**config.mk**
```make
export PLATFORM = sky130hd
export DESIGN_NAME = scramble
export DESIGN_NICKNAME = d
export VERILOG_FILES = /design/src/rtl/teng_pkg.sv /design/src/rtl/skid_buf.sv /design/src/rtl/scramble.sv
export SDC_FILE = /design/constraint.sdc
export NUM_CORES = 1
export LEC_CHECK = 0
export BUFFER_PORTS_ARGS = -buffer_cell sky130_fd_sc_hd__buf_2
export CAP_MARGIN = 5
export CORE_ASPECT_RATIO = 1.5
export CORE_UTILIZATION = 45
export CTS_BUF_LIST = sky130_fd_sc_hd__clkbuf_8
export DETAILED_ROUTE_END_ITERATION = 8
export PLACE_DENSITY = 0.71
export SYNTH_ARGS = -nofsm -noshare
export SYNTH_HDL_FRONTEND = slang
export SYNTH_SLANG_ARGS = --single-unit
```
**constraint.sdc**
```tcl
create_clock -name clk_i -period 4.1 [get_ports clk_i]
set_input_delay 0.205 -clock clk_i [delete_from_list [all_inputs] [get_ports clk_i]]
set_output_delay 0.205 -clock clk_i [all_outputs]
set_load 0.005 [all_outputs]
```
**src/rtl/teng_pkg.sv**
```systemverilog
// Shared 10GBASE-R PCS definitions: sync headers, scrambler taps, block widths
// and the two-entry buffer state encoding used by scrambler and gearbox.
package teng_pkg;

  localparam logic [1:0] SYNC_DATA = 2'b01;
  localparam logic [1:0] SYNC_CTRL = 2'b10;

  localparam int unsigned SCR_TAP_A = 39;
  localparam int unsigned SCR_TAP_B = 58;

  localparam int unsigned BLK_W     = 66;
  localparam int unsigned PAYLOAD_W = 64;

  typedef enum logic [1:0] {
    EMPTY = 2'd0,
    ONE   = 2'd1,
    TWO   = 2'd2
  } buf_state_e;

  function automatic logic hdr_invalid(input logic [1:0] hdr);
    return (hdr != SYNC_DATA) && (hdr != SYNC_CTRL);
  endfunction

endpackage

```
**src/rtl/skid_buf.sv**
```systemverilog
// Two-entry skid buffer with registered ready; output comes from the main
// register only, the skid register absorbs the one block in flight on a stall.
module skid_buf
  import teng_pkg::*;
#(
  parameter int unsigned W = 66
) (
  input  logic         clk_i,
  input  logic         rst_n_i,
  input  logic [W-1:0] in_data_i,
  input  logic         in_vld_i,
  output logic         in_rdy_o,
  output logic [W-1:0] out_data_o,
  output logic         out_vld_o,
  input  logic         out_rdy_i
);

  buf_state_e   state_q;
  logic [W-1:0] main_q;
  logic [W-1:0] skid_q;
  logic         vld_q;
  logic         rdy_q;
  logic         acc;
  logic         xfer;

  assign acc  = in_vld_i & rdy_q;
  assign xfer = vld_q & out_rdy_i;

  always_ff @(posedge clk_i or negedge rst_n_i) begin
    if (!rst_n_i) begin
      state_q <= EMPTY;
      main_q  <= '0;
      skid_q  <= '0;
      vld_q   <= 1'b0;
      rdy_q   <= 1'b1;
    end else begin
      case (state_q)
        EMPTY: begin
          if (acc) begin
            main_q  <= in_data_i;
            vld_q   <= 1'b1;
            state_q <= ONE;
          end
        end
        ONE: begin
          if (acc && !xfer) begin
            skid_q  <= in_data_i;
            state_q <= TWO;
            rdy_q   <= 1'b0;
          end else if (!acc && xfer) begin
            vld_q   <= 1'b0;
            state_q <= EMPTY;
          end else if (acc && xfer) begin
            main_q  <= in_data_i;
          end
        end
        TWO: begin
          // ready is low here, so only the drain of main can happen
          if (xfer) begin
            main_q  <= skid_q;
            state_q <= ONE;
            rdy_q   <= 1'b1;
          end
        end
        default: begin
          state_q <= EMPTY;
          vld_q   <= 1'b0;
          rdy_q   <= 1'b1;
        end
      endcase
    end
  end

  assign in_rdy_o   = rdy_q;
  assign out_data_o = main_q;
  assign out_vld_o  = vld_q;

endmodule

```
**src/rtl/scramble.sv**
```systemverilog
// 10GBASE-R transmit scrambler, G(x) = 1 + x^39 + x^58, applied to the 64-bit
// payload of each accepted block; sync header passes through untouched.
module scramble
  import teng_pkg::*;
#(
  parameter logic [57:0] SEED  = 58'h3,
  parameter int unsigned CNT_W = 32
) (
  input  logic             clk_i,
  input  logic             rst_n_i,
  input  logic [65:0]      data_i,
  input  logic             data_vld_i,
  output logic             data_rdy_o,
  output logic [65:0]      data_o,
  output logic             data_vld_o,
  input  logic             data_rdy_i,
  input  logic             bypass_i,
  input  logic             seed_load_i,
  input  logic [57:0]      seed_i,
  output logic             hdr_err_o,
  output logic [CNT_W-1:0] blk_cnt_o
);

  logic [SCR_TAP_B-1:0] scr_q;
  logic [SCR_TAP_B-1:0] scr_base;
  logic [SCR_TAP_B-1:0] scr_next;
  logic [PAYLOAD_W-1:0] pay_scr;
  logic [BLK_W-1:0]     blk_d;
  logic                 accept;
  logic                 xfer;
  logic                 hdr_err_q;
  logic [CNT_W-1:0]     cnt_q;

  assign accept = data_vld_i & data_rdy_o;
  assign xfer   = data_vld_o & data_rdy_i;

  // ext holds the bit stream oldest-first: [57:0] is history, [121:58] the new block
  always_comb begin : lfsr
    logic [PAYLOAD_W+SCR_TAP_B-1:0] ext;
    scr_base = seed_load_i ? seed_i : scr_q;
    ext      = '0;
    for (int unsigned j = 0; j < SCR_TAP_B; j++)
      ext[SCR_TAP_B-1-j] = scr_base[j];
    for (int unsigned k = 0; k < PAYLOAD_W; k++)
      ext[k+SCR_TAP_B] = data_i[k+2] ^ ext[k+SCR_TAP_B-SCR_TAP_A] ^ ext[k];
    pay_scr = ext[PAYLOAD_W+SCR_TAP_B-1:SCR_TAP_B];
    scr_next = '0;
    for (int unsigned j = 0; j < SCR_TAP_B; j++)
      scr_next[j] = ext[PAYLOAD_W+SCR_TAP_B-1-j];
  end

  assign blk_d = {bypass_i ? data_i[65:2] : pay_scr, data_i[1:0]};

  always_ff @(posedge clk_i or negedge rst_n_i) begin
    if (!rst_n_i) begin
      scr_q     <= SEED;
      hdr_err_q <= 1'b0;
      cnt_q     <= '0;
    end else begin
      if (accept && !bypass_i)
        scr_q <= scr_next;
      else if (seed_load_i)
        scr_q <= seed_i;
      hdr_err_q <= accept & hdr_invalid(data_i[1:0]);
      if (xfer)
        cnt_q <= cnt_q + CNT_W'(1);
    end
  end

  skid_buf #(
    .W (BLK_W)
  ) u_skid (
    .clk_i      (clk_i),
    .rst_n_i    (rst_n_i),
    .in_data_i  (blk_d),
    .in_vld_i   (data_vld_i),
    .in_rdy_o   (data_rdy_o),
    .out_data_o (data_o),
    .out_vld_o  (data_vld_o),
    .out_rdy_i  (data_rdy_i)
  );

  assign hdr_err_o = hdr_err_q;
  assign blk_cnt_o = cnt_q;

endmodule

```
==> summary by stage, run 1 <==
Critical path
Counting both buffers and inverters, the worst setup path holds a total of 1. For the worst setup path, the data arrival time is 3.15 ns. The worst register-to-register path has a setup slack of 1.38 ns. The worst setup path is captured at a flop.

On the critical path the largest part of the delay comes from simple AND/OR/NAND/NOR gates. The stage delay of the slowest cell on the critical path is 0.57 ns. In this run the critical register-to-register path is launched from u_skid.in_rdy_o$_DFFE_PN1P_. STA puts the critical path data required time at 4.53 ns. Of all nets on the critical path, the largest fanout is 35. The largest individual stage delay along the critical path comes from the cell sky130_fd_sc_hd__dfstp_2. The worst setup path is launched from a flop.

The worst setup path startpoint is u_skid.in_rdy_o$_DFFE_PN1P_. The signal on the critical path passes through nand2_1 -> nor2_1 -> and2_1 -> nand2b_2 -> buf_4 -> mux2_2. The critical path in this run is classified as reg -> reg.

Global route
The global router's overall resource usage is 26.6%. The largest net degree at the start of global routing is 117. The via count of the first global-routing pass is 10800. The first global-routing pass estimated 59700 microns of wire. Summed over all layers, the global routing overflow is 0.

The number of antenna violations at the first check in global routing was 9.

Clock network
The total clock buffers created by CTS is 38. The tree is rooted in a sky130_fd_sc_hd__clkbuf_8. The hold buffer count at CTS is 24.

The longest clock path from root to sink contains 3 buffers. Counting every sink on the clock net gives 227. The clock tree synthesis step divided the H-tree into 2 levels.

Once the clock tree was built, the setup fixing pass inserted 0 buffers. The worst-skew pair later-pin latency is 0.56 ns. The count of cells resized by post-cts repair is 0.

TritonCTS built the clock tree. The clock input transition at the sequential cells of the worst setup and hold paths is 0.06 ns.

Pwr
Dividing total power by cell area gives a power density of 420 nW/um^2. The peak supply drop is 0.251 mV. The design draws 6.50 mW.

The leakage power is 7.57 nW.

Routing
The detail route stage leaves a number of antenna-violating nets equal to 0. The routed via count is 10600. After detailed routing, the total wire length is 38600 microns. For this run, the detailed router's first-pass iteration total came to 5. In the routed layout, each cell is associated on average with a via count of 5.40. The total DRC errors in the routed layout is 0. The number of DRC markers in iteration 0 is 721. In the final routed layout, each cell accounts on average for 19.6 microns.

Finish
The filler cell count is 2568. The fraction of layout instances using a drive strength above 1 is 21.9%. The layout overhead on the synthesized area is 19.4%. The net count of the finished layout is 1721.

Hold path
The startpoint of the worst hold path is seed_i[53]. The class of the tightest hold or removal check is in -> reg.

Floorplanning
During I/O placement, the number of pins put on the boundary was 231. The effective utilization at floorplan is 46.1%. Measured along the y axis, the die boundary spans 210 microns. The die footprint is 29500 sq um. Row generation in the floorplan step produced 75 rows. The total area inside the core boundary comes to 28200 sq um. The horizontal extent of the die is 141 microns.

Placement
The congestion estimate from routability-driven global placement came to 0.879. The post-DP HPWL is 28700 microns. Buffers placed on the I/O ports in this run total 230.

Timing
The final total negative setup slack is 0 ns. The post-layout minimum cycle time is 2.72 ns. The transition at the pin with the smallest max-transition slack is 1.01 ns. The total count of max-transition violations in the final report is 0. The number of hold violations in the final report was 0. The total of endpoints with negative setup slack in the final report is 0. The headroom to the max-slew limit is 32.8%.

Derived from the worst setup path, the maximum achievable clock frequency is 368 MHz. The post-route fraction of the period consumed by the critical path is 66.3%. Between clock sinks in the finished design, the worst skew comes to 0.0179 ns.

Setup repair after global routing left no endpoint under its margin.

Logic synthesis
The number of synthesis warnings is 0. When the netlist entered floorplanning its net count stood at 1487. Synthesis instantiated 42 different standard cells from the library. The synthesized area per cell is 9.57 sq um. The cell area after technology mapping is 13000 sq um. Summing the sequential cell areas from Yosys gives 43.8% of the chip area. The count of state elements after synthesis is 227. The dominant synthesized flop cell is sky130_fd_sc_hd__dfrtp_1.

Counting flops with an async set or reset pin after synthesis yields a share of 100%. After technology mapping, the gate count stands at 1356. The synthesized design contains 0 enable-type register cells.

Run
The tool flagged a number of max-cap violations equal to 0.

Run status
The flow ran to the end, and the final reports show no timing, DRC or antenna violations.
[registers in the layout, indices dropped and copies added, names as in the netlist]
name and flops:
u_skid.out_vld_o 1, scr_q 58, hdr_err_o 1, blk_cnt_o 32, u_skid.out_data_o 66, u_skid.skid_q 66, u_skid.state_q 2, u_skid.in_rdy_o 1
[worst paths after layout]
check	endpoint	cells past startpoint
worst max register to register	u_skid.out_data_o[25]$_DFFE_PN0P_	6
min in group asynchronous	blk_cnt_o[0]$_DFFE_PN0P_	2
worst max-delay path	u_skid.out_data_o[25]$_DFFE_PN0P_	6
max in group asynchronous	scr_q[0]$_DFF_PN1_	3
worst min register to register	blk_cnt_o[31]$_DFFE_PN0P_	1
worst min-delay path	scr_q[53]$_DFF_PN0_	3
[layout make-up]
cell class	instances	area [sq um]	share of cell area, %
Tap cell	346	433	2.80
Clock buffer	53	729	4.71
Antenna cell	10	25.0	0.162
Timing Repair Buffer	269	1560	10.1
Inverter	3	11.3	0.0727
Sequential cell	227	5680	36.7
Clock inverter	13	78.8	0.509
Multi-Input combinational cell	1051	6970	45.0
[worst min-delay path, stage by stage]
cell and delay [ns]:
sky130_fd_sc_hd__buf_2 0.11, sky130_fd_sc_hd__mux2i_1 0.07, sky130_fd_sc_hd__a21oi_1 0.13
[cells in the mapped netlist (3+ instances only)]
library cell,count,area [sq um]
sky130_fd_sc_hd__nor3_1,59,295
sky130_fd_sc_hd__a21oi_1,74,370
sky130_fd_sc_hd__xnor2_2,9,146
sky130_fd_sc_hd__buf_4,4,30.0
sky130_fd_sc_hd__xor2_2,3,48.8
sky130_fd_sc_hd__o21ai_1,39,195
sky130_fd_sc_hd__mux2_2,17,191
sky130_fd_sc_hd__dfrtp_1,224,5610
sky130_fd_sc_hd__o31a_1,6,52.6
sky130_fd_sc_hd__nand2b_1,17,106
sky130_fd_sc_hd__mux2i_1,100,1000
sky130_fd_sc_hd__and2_1,3,18.8
sky130_fd_sc_hd__buf_6,3,33.8
sky130_fd_sc_hd__buf_2,10,50.1
sky130_fd_sc_hd__o21ai_0,61,305
sky130_fd_sc_hd__xnor2_1,112,981
sky130_fd_sc_hd__a211oi_1,6,45.0
sky130_fd_sc_hd__nor2_1,173,649
sky130_fd_sc_hd__nand2_1,148,556
sky130_fd_sc_hd__dfstp_2,3,78.8
sky130_fd_sc_hd__nand3_1,15,75.1
sky130_fd_sc_hd__nand4_1,6,37.5
sky130_fd_sc_hd__o22ai_1,6,37.5
sky130_fd_sc_hd__nor3b_1,7,52.6
sky130_fd_sc_hd__a21boi_1,3,22.5
sky130_fd_sc_hd__a21boi_0,3,22.5
sky130_fd_sc_hd__o21a_1,19,143
sky130_fd_sc_hd__xor2_1,128,1120
sky130_fd_sc_hd__and3_1,12,75.1
sky130_fd_sc_hd__clkbuf_1,55,206
sky130_fd_sc_hd__o211ai_1,6,45.0
sky130_fd_sc_hd__mux2i_4,12,270
[metrics by stage]
step | utilization, % | hold WS, ns | instances | setup WS (ns) | area [sq um]
after global routing | 55.0 | 0.0233 | 1971 | 1.27 | 15500
after global placement | 51.2 | 0.364 | 1872 | 1.48 | 14400
final | 55.0 | 0.0208 | 1972 | 1.38 | 15500
after detailed placement | 51.2 | 0.382 | 1872 | 1.43 | 14400
after floorplan | - | -0.0906 | 1356 | 2.17 | 13000
after CTS | 54.9 | 0.000445 | 1962 | 1.38 | 15500
[kinds of logic after synthesis]
kind of cell	synth area share [%]
adders and majority gates	0.0964
muxes	11.3
DFF	43.8
and+or+nand+nor	14.6
xor gates and xnor gates	17.7
buffers and inverters	2.85
AOI/OAI and AO/OA	9.64
[power by group]
group          internal, mW  total, mW  switching, mW
clock                  1.20       2.15          0.950
combinational         0.755       1.85           1.10
sequential             2.38       2.49          0.115
[cell usage in the layout (no fill, tap or decap), types with 12 or more instances in the layout]
cell / netlist / final
sky130_fd_sc_hd__buf_2: 10 / 228
sky130_fd_sc_hd__dfrtp_1: 224 / 224
sky130_fd_sc_hd__nor2_1: 173 / 173
sky130_fd_sc_hd__nand2_1: 148 / 148
sky130_fd_sc_hd__xor2_1: 128 / 128
sky130_fd_sc_hd__xnor2_1: 112 / 112
sky130_fd_sc_hd__mux2i_1: 100 / 100
sky130_fd_sc_hd__a21oi_1: 74 / 73
sky130_fd_sc_hd__o21ai_0: 61 / 61
sky130_fd_sc_hd__nor3_1: 59 / 58
sky130_fd_sc_hd__clkbuf_8: 0 / 53
sky130_fd_sc_hd__o21ai_1: 39 / 39
sky130_fd_sc_hd__dlygate4sd3_1: 0 / 24
sky130_fd_sc_hd__o21a_1: 19 / 19
sky130_fd_sc_hd__mux2_2: 17 / 17
sky130_fd_sc_hd__nand2b_1: 17 / 15
sky130_fd_sc_hd__nand3_1: 15 / 13
sky130_fd_sc_hd__mux2i_4: 12 / 12
sky130_fd_sc_hd__and3_1: 12 / 12
sky130_fd_sc_hd__buf_4: 4 / 12
[layer usage]
layer / GRT usage (%) / part of all wire (%) / up-vias / wire [microns]
met1: 31.9 / 40 / 5183 / 15300
met2: 45.1 / 50 / 332 / 19300
met5: 0 / 0 / - / 0
li1: - / - / 5030 / -
met3: 3.66 / 4.9 / 99 / 1900
met4: 16.6 / 5.7 / 0 / 2190
Power figures use the tool's default switching activity.
==> run 2, diff against run 1 <==
PLACE_DENSITY = 0.73   (was 0.71)
clock period = 2.2 ns   (was 4.1 ns; I/O delays follow)
==> run 2 against run 1 <==
The run now ends with negative hold slack left. Sequential power grew 87%. Wire length grew 9.9%. Count of clock-buffer cells in the layout rose by 3. Critical endpoint is now scr_q[7]$_DFF_PN0_.
==> summary by stage, run 2 (same netlist as run 1, synthesis figures left out) <==
Critical path
STA classifies the critical path endpoint as a flop. The worst setup path is launched from a flop. The category of the critical setup timing path is reg -> reg. The required arrival time at the worst endpoint came to 2.69 ns (-1.84 ns). The worst path arrival time came to 2.60 ns (-0.55 ns). The largest fanout on the critical path was 3 (-91%).

Pwr
The peak supply drop is 0.566 mV (+130%). The power per cell area is 753 nW/um^2 (+79%). The total power of the final layout is 12.9 mW (+98%). The leakage power is 8.29 nW (+9.5%).

Timing
The headroom to the max-slew limit is 44.0% (+11 points). The worst-case clock skew came to 0.0175 ns (-0.000416 ns). The number of hold violations in the final report came to 1 (+1). The post-route fraction of the period consumed by the critical path is 95.9% (+30 points). The post-layout minimum cycle time was 2.11 ns (-0.610 ns).

The transition at the pin with the smallest max-transition slack came to 0.840 ns (-0.168 ns). The total of endpoints with negative setup slack in the final report is 0 (unchanged). The total count of max-transition violations in the final report is 0 (unchanged). The highest achievable clock rate is 474 MHz (+29%). The worst hold-check slack was -0.00616 ns (-0.0269 ns).

Setup repair after global routing left no endpoint under its margin. The final total negative setup slack is 0 ns (unchanged).

Run status
The final reports fail on negative hold slack. The flow ran to the end, but the final reports show violations.

Floorplanning
The chip height is 210 microns (unchanged). The row count is 75 (unchanged). The number of ports placed on the die boundary came to 231 (unchanged). The horizontal extent of the die is 141 microns (unchanged).

The die footprint is 29500 sq um (unchanged). The effective utilization at floorplan was 46.1% (unchanged). The area of the core is 28200 sq um (unchanged).

Finish
The library cells used most frequently in the layout, excluding fill and tap cells, are sky130_fd_sc_hd__buf_2 (228), sky130_fd_sc_hd__dfrtp_1 (224), sky130_fd_sc_hd__nor2_1 (173). From synthesis to final layout, the design area changed by 31.6%. The post-route standard cell area excluding fillers is 17100 sq um (+10%).

The net count of the finished layout is 1872 (+8.8%). The most common cell after layout, fill and taps aside is sky130_fd_sc_hd__buf_2. The fraction of layout instances using a drive strength above 1 was 22.4% (+0.47 points).

Clock network
The H-tree depth reported by CTS was 2 (unchanged). The worst-skew pair later-pin latency is 0.56 ns (about the same). The clock root buffer is sky130_fd_sc_hd__clkbuf_8. The clock tree buffer depth came to 3 (unchanged).

The post-CTS setup-driven buffer insertion count is 0 (unchanged). The total number of clock tree sinks came to 227 (unchanged). The clock input transition at the sequential cells of the worst setup and hold paths is 0.06 ns (about the same). The CTS tree is done. The total clock buffers created by CTS is 39 (+2.6%).

Hold path
The class of the tightest hold or removal check is in -> reg.

Placement
The cell area after placement is 14800 sq um (+2.5%). The final weighted congestion of routability-driven global placement came to 0.905 (+2.9%). The number of input and output port buffers inserted was 230 (unchanged).

The post-DP HPWL came to 29800 microns (+3.9%).

Global route
The number of antenna violations at the first check in global routing came to 3 (-6). The global router's overall resource usage is 28.8% (+2.2 points). The largest net degree at the start of global routing came to 76 (-35%). The remaining global-route overflow came to 0 (unchanged). The via count of the first global-routing pass is 11700 (+8.3%). The first-pass GRT wire length is 64800 microns (+8.7%).

Routing
The number of DRC markers in iteration 0 came to 693 (-3.9%). The met3 wire length was 2500 microns (+31%). The routed wire length came to 42500 microns (+9.9%). The highest layer touched by signal routing is met4.

The wire length the detailed router placed on met1 is 15800 microns (+3.4%). The total DRC errors in the routed layout is 0 (unchanged). The met2 layer wire length in the routed design is 21600 microns (+12%). The routed via count came to 11500 (+7.9%). The first-pass detailed-route iteration total is 5 (unchanged).

The average vias per placed instance is 5.42 (+0.46%). The wire length per cell after detailed routing is 20.0 microns (+2.2%). The post-detailed-route count of antenna-violating nets is 0 (unchanged).

Run
The max-cap violation count is 0 (unchanged).
run 2: cell count changes in the layout (fill, tap and decap cells not counted), sizes merged:
cell	before	now
buf	245	280
clkinv	3	2
clkbuf	53	56
inv	12	13
dlygate4sd3	24	139
diode	10	3
bufinv	1	2
run 2: path summary, 6_finish.rpt:
path                                           start                        end  slack (ns)  cells after the start
setup / recovery                 scr_q[21]$_DFF_PN0_         scr_q[7]$_DFF_PN0_        0.09                      7
hold / removal                            seed_i[13]        scr_q[13]$_DFF_PN0_      -0.006                      3
setup reg to reg                 scr_q[21]$_DFF_PN0_         scr_q[7]$_DFF_PN0_        0.09                      7
hold reg to reg            blk_cnt_o[31]$_DFFE_PN0P_  blk_cnt_o[31]$_DFFE_PN0P_        0.46                      1
max in group asynchronous                    rst_n_i         scr_q[0]$_DFF_PN1_        1.36                      3
min in group asynchronous                    rst_n_i        hdr_err_o$_DFF_PN0_        0.05                      2
run 2: repair_timing:
item | CTS | global route
setup endpoints to repair | 0 | 2
hold endpoints to repair | 372 | 0
gates resized for setup | 0 | 4
hold buffers | 139 | 0
run 2: stage by stage:
| stage | setup WS (ns) | util, % | instances |
|---|---|---|---|
| floorplan | 0.269 | - | 1356 |
| global placement | 0.219 | 52.5 | 1907 |
| detailed placement | 0.194 | 52.5 | 1907 |
| CTS | 0.0409 | 60.5 | 2116 |
| global route | 0.000660 | 60.6 | 2119 |
| finish | 0.0904 | 60.6 | 2119 |
run 2: metal layers:
metal | vias to the layer above | global-route usage [%]
met1 | 5585 | 32.6
met3 | 115 | 4.70
met2 | 471 | 50.9
li1 | 5319 | -
met4 | 0 | 17.5
met5 | - | 0
run 2: area by class of cell:
type | instances | area [sq um]
fillers | 2323 | 11100
multi-input cells | 1051 | 7000
flip-flops and latches | 227 | 5680
repair buffers | 419 | 3060
clock buffers | 56 | 771
well taps | 346 | 433
clock inverters | 14 | 108
inverters | 3 | 11.3
diodes | 3 | 7.51
run 2: report_power, final:
| group | internal [mW] | switching, mW | total [mW] |
|---|---|---|---|
| combinational | 1.72 | 2.19 | 3.91 |
| clock | 2.48 | 1.82 | 4.30 |
| sequential | 4.43 | 0.224 | 4.65 |
run 2: critical path, stage by stage, from the launching register on:
cell and delay [ns]:
sky130_fd_sc_hd__dfrtp_1 0.41, sky130_fd_sc_hd__xor2_1 0.17, sky130_fd_sc_hd__mux2i_1 0.29, sky130_fd_sc_hd__xnor2_1 0.24, sky130_fd_sc_hd__xnor2_1 0.18, sky130_fd_sc_hd__nor2_1 0.07, sky130_fd_sc_hd__a21oi_1 0.12, sky130_fd_sc_hd__dlygate4sd3_1 0.56
==> run 3, diff against run 2 <==
CELL_PAD_IN_SITES_DETAIL_PLACEMENT = 1   (was default)
CELL_PAD_IN_SITES_GLOBAL_PLACEMENT = 1   (was default)
CORE_UTILIZATION = 40   (was 45)
PLACE_DENSITY = 0.82   (was 0.73)
==> run 3 against run 2 <==
The flow now finishes without violations. Worst hold slack improved by 0.028 ns. Count of clock-buffer cells in the layout fell by 12. Clock skew rose by 0.0078 ns. Sequential share of layout area rose by 0.41 points. Wire length rose by 20%. Via count rose by 3.9%. Largest power group unchanged. First-iteration DRC count fell by 7.8%. Sequential cell count did not move. Fmax fell by 1.8%.
==> summary by stage, run 3 (same netlist as run 1, synthesis figures left out) <==
Timing
The post-layout minimum cycle time was 2.15 ns (+0.0390 ns). The number of hold violations in the final report is 0 (-1). The post-route fraction of the period consumed by the critical path is 97.7% (+1.8 points). The final total negative setup slack came to 0 ns (unchanged). The total count of max-transition violations in the final report is 0 (unchanged). The highest achievable clock rate is 465 MHz (-1.8%). The worst-case clock skew is 0.0253 ns (+0.00783 ns).

The transition at the pin with the smallest max-transition slack is 0.807 ns (-0.0332 ns). The total of endpoints with negative setup slack in the final report is 0 (unchanged). Setup repair after global routing left no endpoint under its margin.

The headroom to the max-slew limit is 45.8% (+1.8 points).

Placement
The final weighted congestion of routability-driven global placement is 0.889 (-1.8%). The cell area after placement is 14900 sq um (+0.54%). The post-DP HPWL is 33700 microns (+13%). The number of input and output port buffers inserted came to 230 (unchanged).

Floorplanning
The effective utilization at floorplan is 40.8% (-5.3 points). The number of ports placed on the die boundary is 231 (unchanged). The horizontal extent of the die is 149 microns (+6.0%).

The die footprint is 33200 sq um (+12%). The row count was 80 (+6.7%). The area of the core is 31800 sq um (+13%). The chip height is 223 microns (+6.0%).

Global route
The number of antenna violations at the first check in global routing is 3 (unchanged). The remaining global-route overflow was 0 (unchanged). The via count of the first global-routing pass is 13400 (+14%). The first-pass GRT wire length came to 77100 microns (+19%). The global router's overall resource usage was 31.0% (+2.2 points). The largest net degree at the start of global routing is 70 (-7.9%).

Clock network
The clock tree buffer depth is 3 (unchanged). TritonCTS built the clock tree. The clock root buffer is sky130_fd_sc_hd__clkbuf_8.

The total number of clock tree sinks is 227 (unchanged). The post-CTS setup-driven buffer insertion count came to 0 (unchanged). The worst-skew pair later-pin latency came to 0.57 ns (about the same). The total clock buffers created by CTS was 39 (unchanged). The clock input transition at the sequential cells of the worst setup and hold paths was 0.07 ns (about the same). The H-tree depth reported by CTS is 2 (unchanged).

Routing
The wire length per cell after detailed routing came to 23.5 microns (+18%). The number of DRC markers in iteration 0 is 639 (-7.8%). The total DRC errors in the routed layout was 0 (unchanged).

The first-pass detailed-route iteration total was 7 (+2). The routed wire length is 50900 microns (+20%). The average vias per placed instance came to 5.52 (+1.8%). The routed via count was 11900 (+3.9%).

The post-detailed-route count of antenna-violating nets is 0 (unchanged).

Hold path
The worst hold path terminates at scr_q[18]$_DFF_PN0_. The path class of the tightest hold or removal check is in -> reg. The startpoint of the worst hold path is seed_i[18]. The number of cells on the worst hold path was 3 (unchanged).

Critical path
The category of the worst setup path launch point is a flop. The category of the critical setup timing path is reg -> reg. The logic depth of the worst register-to-register path came to 7 (unchanged). The worst path arrival time is 2.60 ns (about the same). The slack of the worst reg-to-reg path is 0.05 ns (-0.04 ns). The required arrival time at the worst endpoint came to 2.65 ns (-0.04 ns). The end of the worst register-to-register path is scr_q[12]$_DFF_PN0_. The largest fanout on the critical path is 3 (unchanged). The worst setup path is captured at a flop. The launch instance of the worst register-to-register path is scr_q[45]$_DFF_PN0_.

Pwr
The combinational share of power came to 33.1% (+2.7 points). The power share of the clock group is 29.2% (-4.2 points). The peak supply drop was 0.443 mV (-22%). The switching power share of the total is 35.8% (+2.9 points). The fraction of power consumed by sequential logic is 37.7% (+1.5 points).

The switching power summed over all nets was 4.44 mW (+5.0%). The total power of the final layout is 12.4 mW (-3.4%). The leakage power is 8.16 nW (-1.6%).

The internal power contribution was 7.98 mW (-7.5%). The power per cell area is 736 nW/um^2 (-2.2%).

Run
The max-cap violation count is 0 (unchanged).

Run status
The run finished with clean final reports.

Finish
The layout overhead on the synthesized area is 30.0%. The register cell area after layout came to 5680 sq um (unchanged). The post-route standard cell area excluding fillers was 16900 sq um (-1.2%). The most common cell after layout, fill and taps aside is sky130_fd_sc_hd__buf_2. The filler cell count is 3699 (+59%). The net count of the finished layout came to 1858 (-0.75%). The area of the multi-input gates is 6990 sq um (about the same). The fraction of layout instances using a drive strength above 1 is 21.6% (-0.82 points). In the layout the commonest cells are sky130_fd_sc_hd__buf_2 (228), sky130_fd_sc_hd__dfrtp_1 (224), sky130_fd_sc_hd__nor2_1 (173).
run 3: cell count changes in the layout (fill, tap and decap cells not counted), sizes merged:
cell,previous run,this run
buf,280,275
dlygate4sd3,139,130
inv,13,19
clkbuf,56,44
bufinv,2,0
clkinvlp,0,1
run 3: layout make-up:
type | instances | area share [%]
tap | 410 | 3.04
sequential | 227 | 33.7
antenna | 3 | 0.0445
timing repair buffer | 405 | 17.6
inverter | 3 | 0.0668
clock inverter | 19 | 0.460
clock buffer | 44 | 3.59
multi-input combinational | 1051 | 41.5
run 3: worst max path at each step:
stage / cells past startpoint / to / start
after floorplan: 7 / u_skid.out_data_o[32]$_DFFE_PN0P_ / u_skid.in_rdy_o$_DFFE_PN1P_
after global placement: 8 / u_skid.out_data_o[55]$_DFFE_PN0P_ / seed_load_i
after detailed placement: 8 / u_skid.out_data_o[55]$_DFFE_PN0P_ / seed_load_i
after CTS: 7 / scr_q[12]$_DFF_PN0_ / scr_q[6]$_DFF_PN0_
after global routing: 7 / scr_q[12]$_DFF_PN0_ / scr_q[45]$_DFF_PN0_
final: 7 / scr_q[12]$_DFF_PN0_ / scr_q[45]$_DFF_PN0_
run 3: power by group through the flow:
stage	clock, mW	combinational [mW]	sequential [mW]
2_1_floorplan	0	2.35	4.66
3_3_place_gp	0	3.56	4.71
3_5_place_dp	0	3.66	4.73
4_1_cts	3.65	3.95	4.66
5_1_grt	3.83	4.31	4.69
6_report	3.62	4.11	4.68
run 3: what timing repair did:
action / 4_1_cts / 5_1_grt
endpoints found under the setup margin: 0 / 2
gates resized for setup: 0 / 3
endpoints found under the hold margin: 248 / 1
hold buffers: 129 / 1
run 3: metrics by stage:
stage                     hold WS [ns]  setup slack, ns  cells  utilization, %
final                           0.0221           0.0513   2162            53.0
after global placement          0.0925          -0.0993   1966            46.7
after detailed placement         0.104          -0.0788   1966            46.7
after global routing            0.0291         0.000732   2162            53.0
after CTS                     0.000949           0.0289   2158            52.9
after floorplan                 -0.186            0.269   1356               -
run 3: routing by layer:
layer / vias up / GRT usage (%) / share of wire (%)
li1: 5286 / - / -
met4: 0 / 21.2 / 6.8
met1: 6017 / 32.9 / 36
met3: 181 / 5.46 / 5.2
met2: 449 / 55.2 / 52
met5: - / 0 / 0
run 3: worst max-delay path: stages (launching register included):
cell and delay, ns:
sky130_fd_sc_hd__dfrtp_1 0.43, sky130_fd_sc_hd__xor2_1 0.20, sky130_fd_sc_hd__mux2i_2 0.14, sky130_fd_sc_hd__xnor2_2 0.36, sky130_fd_sc_hd__xnor2_1 0.13, sky130_fd_sc_hd__nor2_1 0.12, sky130_fd_sc_hd__a21oi_1 0.05, sky130_fd_sc_hd__dlygate4sd3_1 0.58
